### src/rtl/freq_divider_prog.sv
`default_nettype none
// +----------------------------------------------------------------------------+
// | freq_divider_prog: runtime-programmable integer clock divider that drives   |
// | a near-50% clk_out and a period-start tick, reloadable via load/ack.        |
// | Revision: 1.0                                                               |
// +----------------------------------------------------------------------------+
module freq_divider_prog #(
  parameter int CNT_W       = 16,
  parameter int DEFAULT_DIV = 1000
) (
  input  logic             clk,
  input  logic             rst,
  input  logic             en,
  input  logic [CNT_W-1:0] div_val,
  input  logic             div_load,
  output logic             div_pend,
  output logic             div_ack,
  output logic [CNT_W-1:0] div_cur,
  output logic             clk_out,
  output logic             tick
);

  localparam logic [CNT_W-1:0] C_DEFAULT_DIV = CNT_W'(DEFAULT_DIV);
  localparam logic [CNT_W-1:0] C_MIN_DIV     = CNT_W'(2);

  logic [CNT_W-1:0] cnt_q, cnt_d;
  logic [CNT_W-1:0] div_cur_q, div_cur_d;
  logic [CNT_W-1:0] pend_val_q, pend_val_d;
  logic             div_pend_q, div_pend_d;
  logic             div_ack_q, div_ack_d;
  logic             clk_out_q, clk_out_d;
  logic             tick_q, tick_d;

  logic [CNT_W-1:0] w_clamped;
  logic [CNT_W-1:0] w_high;
  logic [CNT_W-1:0] w_eff_val;
  logic             w_last;
  logic             w_boundary;
  logic             w_eff_valid;

  always_comb begin
    w_clamped   = (div_val < C_MIN_DIV) ? C_MIN_DIV : div_val;
    w_high      = div_cur_q - (div_cur_q >> 1);
    w_last      = (cnt_q == (div_cur_q - CNT_W'(1)));
    // An idle divider has no period in flight, so every idle edge is a safe switch point.
    w_boundary  = !en || w_last;
    w_eff_valid = div_load || div_pend_q;
    w_eff_val   = div_load ? w_clamped : pend_val_q;

    cnt_d      = '0;
    clk_out_d  = 1'b0;
    tick_d     = 1'b0;
    div_cur_d  = div_cur_q;
    pend_val_d = pend_val_q;
    div_pend_d = div_pend_q;
    div_ack_d  = 1'b0;

    if (en) begin
      clk_out_d = (cnt_q < w_high);
      tick_d    = (cnt_q == '0);
      cnt_d     = w_last ? '0 : cnt_q + CNT_W'(1);
    end

    if (div_load) begin
      pend_val_d = w_clamped;
      div_pend_d = 1'b1;
    end

    if (w_boundary && w_eff_valid) begin
      div_cur_d  = w_eff_val;
      div_pend_d = 1'b0;
      div_ack_d  = 1'b1;
    end
  end

  always_ff @(posedge clk or posedge rst) begin
    if (rst) begin
      cnt_q      <= '0;
      div_cur_q  <= C_DEFAULT_DIV;
      pend_val_q <= C_DEFAULT_DIV;
      div_pend_q <= 1'b0;
      div_ack_q  <= 1'b0;
      clk_out_q  <= 1'b0;
      tick_q     <= 1'b0;
    end else begin
      cnt_q      <= cnt_d;
      div_cur_q  <= div_cur_d;
      pend_val_q <= pend_val_d;
      div_pend_q <= div_pend_d;
      div_ack_q  <= div_ack_d;
      clk_out_q  <= clk_out_d;
      tick_q     <= tick_d;
    end
  end

  assign div_pend = div_pend_q;
  assign div_ack  = div_ack_q;
  assign div_cur  = div_cur_q;
  assign clk_out  = clk_out_q;
  assign tick     = tick_q;

endmodule
`default_nettype wire

### config.mk
export PLATFORM = sky130hd
export DESIGN_NAME = freq_divider_prog
export DESIGN_NICKNAME = d
export VERILOG_FILES = /design/src/rtl/freq_divider_prog.sv
export SDC_FILE = /design/constraint.sdc
export NUM_CORES = 1
export LEC_CHECK = 0
export CORE_MARGIN = 2
export CORE_UTILIZATION = 44
export DETAILED_ROUTE_END_ITERATION = 7
export GPL_TIMING_DRIVEN = 0
export PLACE_DENSITY = 0.61
export SLEW_MARGIN = 10
export SYNTH_ARGS = -nofsm -noshare
export SYNTH_HDL_FRONTEND = slang
export SYNTH_SLANG_ARGS = --single-unit
### constraint.sdc
create_clock -name clk -period 6.7 [get_ports clk]
set_clock_uncertainty 0.2 [all_clocks]
set_input_delay 0.67 -clock clk [delete_from_list [all_inputs] [get_ports clk]]
set_output_delay 0.67 -clock clk [all_outputs]
set_load 0.03 [all_outputs]
==> results.md <==
* Die height at approximately 97 µm
* CTS Buf Count at 5
* Largest net degree at the start of global routing at 40
* CTS root buffer: clkbuf_8
* Initial antenna violation count at 0
* Synth area leaders: dfrtp_1 (26%), ha_1 (16%), dfstp_2 (8.3%)
* Global placer's final weighted congestion at 0.786
* Post-Synthesis Cells at 373
* Yosys warns at 0
* Antenna cells at 0
* Clock-pin slew on the worst setup and hold paths at approximately 0.09 ns
* Die area at around 0.0094 mm²
* CTS H-tree lvls at 2
* Setup violators final at 0
* WHS at about 0.31 ns
* Slowest-stage cell, CP: a2111oi_0
* Seq cells post-synth at 52
* Starting DRT DRC Count at 65
* Maximum Capacitance Violations at 0
* Ys flop type: dfrtp_1
* Clock Sinks at 52
* Clk buf depth at 2
* Worst reg2reg startpoint: div_cur[0]
* Syn nets at about 440
* Fin. Hold Viols at 0
* Sequential fraction of the synthesis area at 0.346
* CTS tree: done
* Placement Setup Slack at roughly 1.9 ns
* R2r worst-path depth at 16
* Gr ovfl total at 0
* Crit path max fanout at 6
* Setup Buffers After CTS at 0
* Max Fclk at around 210 MHz
* Routed wire length at between 8000 and 9000 µm
* DRT Pass-1 Iters at 4
* GRT Overall Usage at 0.183
* Max IR drop VDD at 0.157 mV
* Post-synth top cells: ha_1 (48), dfrtp_1 (40), inv_1 (36), nor2_1 (32), xnor2_1 (31)
* RSZ-0062 raised after global routing: no
* Element type at the critical path start: flip-flop
* Post-Syn Area at approximately 0.0038 mm²
* Top-count cell post-synth: ha_1
* Post-synth EDFFs at 0
* Crit path cell chain: inv_1 -> ha_1 -> inv_1 -> fa_1 -> nor2b_1 -> o21bai_1 -> a31oi_1 -> a2111oi_0 -> o31ai_1 -> a21oi_1 -> xor2_1 -> ha_1 -> a21oi_1 -> o22ai_1 -> or3b_2 -> o41ai_1
* Core area at between 0.008 and 0.009 mm²
* Final Slew Violations at 0
* Nets@finish at between 400 and 500
* Pwr dens at 266 mW/mm²
* DR DRC count at 0
* Hold Path Depth at 1
* Worst-Margin Slew at about 0.98 ns
* Area share of the largest cell type after synthesis at 0.263
* WP buf/inv at 2
* Yosys cell types at 50
* Yosys top cell by area: dfrtp_1
* Ys async rst share at 1.00
* Slew HR at 0.328
* Setup TNS at 0 ns
* Min-delay src: pend_val_q[12]
* CP endpoint kind: flip-flop
* Layout area overhead at 16.6%
* Post-route ant nets at 0
* Die Wd at between 90 and 100 µm
* Hold-fix buffers, CTS at 0
* R2r setup slk at 1.83 ns
* Class of the worst hold path: reg2reg
* CP arrival at 4.86 ns
* Final total power at 1.18 mW
* Outcome: finished, final reports clean
* IO Pins at 40
* DP HPWL at a little under 7000 µm
* Row count at 33
* Slowest stage delay, CP at 0.91 ns
* Family with the most delay on the worst path: compound AO/OA/AOI/OAI gates
* Clk_lat worst skew at about 0.30 ns
* Port bufs at 39
* Fill count at between 700 and 800
* Per-cell routed wire length at 15.9 µm
* First-pass GRT wire length at about 14000 µm
* Vias post-DR at about 2800
* Crit Path Class: reg2reg
* Final worst setup slack at ~1.8 ns
* Synth Area per Inst at 10.2 µm²
* Vias/cell at 5.23
* Tcrit/Tclk final at 0.726
* Initial Utilization at 0.458
* Worst Setup SP: div_cur[0]
* Vias in the first global route at 2852
* Worst r2r dst: clk_out
* PostCTS Resize Cnt at 0
* WP data required at between 6 and 7 ns
* Post-layout util at 0.534
* Min Clock Period, post-route at between 4 and 5 ns
* Lkg Pwr at 2.02 nW
* Layout cells sized above 1 at 0.140
* Hold worst-path end: pend_val_q[12]
==> metal layers <==
layer / vias up / wire length [µm] / GRT usage
met5: - / 0 / 0
met4: 0 / 165 / 0.0553
met3: 11 / 140 / 0.0152
met2: 39 / 4050 / 0.318
met1: 1325 / 4020 / 0.244
li1: 1378 / - / -
==> layout make-up <==
class / count / area (µm²) / share of cell area
multi-input combinational: 278 / 2300 / 0.519
sequential: 52 / 1320 / 0.297
timing repair buffer: 40 / 410 / 0.0925
inverter: 36 / 135 / 0.0305
tap: 105 / 131 / 0.0296
clock buffer: 6 / 72.6 / 0.0164
buffer: 7 / 50.0 / 0.0113
clock inverter: 2 / 16.3 / 0.00367
==> layout by cell type, fill, tap and decap left out, types with 4 or more instances in the layout <==
master           Yosys  routed
a21oi_1             18      18
clkbuf_1             5       6
clkbuf_8             0       5
clkdlybuf4s50_1      0      39
dfrtp_1             40      40
dfstp_2             12      12
ha_1                48      48
inv_1               36      35
mux2_2              21      21
mux2_4               8       8
nand2_1             14      14
nand3_1              8       8
nand4_1              4       4
nor2_1              32      32
nor3_1               4       4
nor4_1               6       6
o21ai_0              7       7
o21bai_1             5       5
o31ai_1              4       4
xnor2_1             31      31
xor2_1              21      21
==> flip-flops by register name, indices dropped and copies added (netlist names) <==
name and cells:
cnt_q 16, div_ack 1, div_pend 1, pend_val_q 16, div_cur 16, tick 1
clk_out 1
==> metrics by stage <==
stage / cells / cell area (µm²)
3_3_place_gp: 517 / 4330
5_1_grt: 526 / 4440
4_1_cts: 526 / 4440
6_report: 526 / 4440
3_5_place_dp: 518 / 4350
2_1_floorplan: 373 / 3800
==> worst max path at each step <==
| stage | to | cells past startpoint | slack [ns] |
|---|---|---|---|
| finish | clk_out | 16 | 1.83 |
| global route | clk_out | 16 | 1.39 |
| CTS | clk_out | 16 | 1.86 |
| detailed placement | clk_out | 16 | 1.88 |
| global placement | clk_out | 16 | 1.98 |
| floorplan | clk_out | 16 | 2.46 |
==> power breakdown <==
group | switching (mW) | internal, mW
clock network | 0.104 | 0.0745
registers | 0.0470 | 0.354
logic | 0.326 | 0.275
total | 0.477 | 0.703
==> cell families (layout without fill, tap and decap cells) <==
kind of cell	count (synthesis)	after routing	share of synthesized area
AO/OA/AOI/OAI	58	58	0.106
XOR/XNOR	52	52	0.120
adder cells (fa/ha/maj)	49	49	0.163
buffers and inverters	43	91	0.0487
flip-flops	52	52	0.346
multiplexers	32	32	0.102
AND/OR/NAND/NOR	87	87	0.115
(Power assumes the default switching activity.)
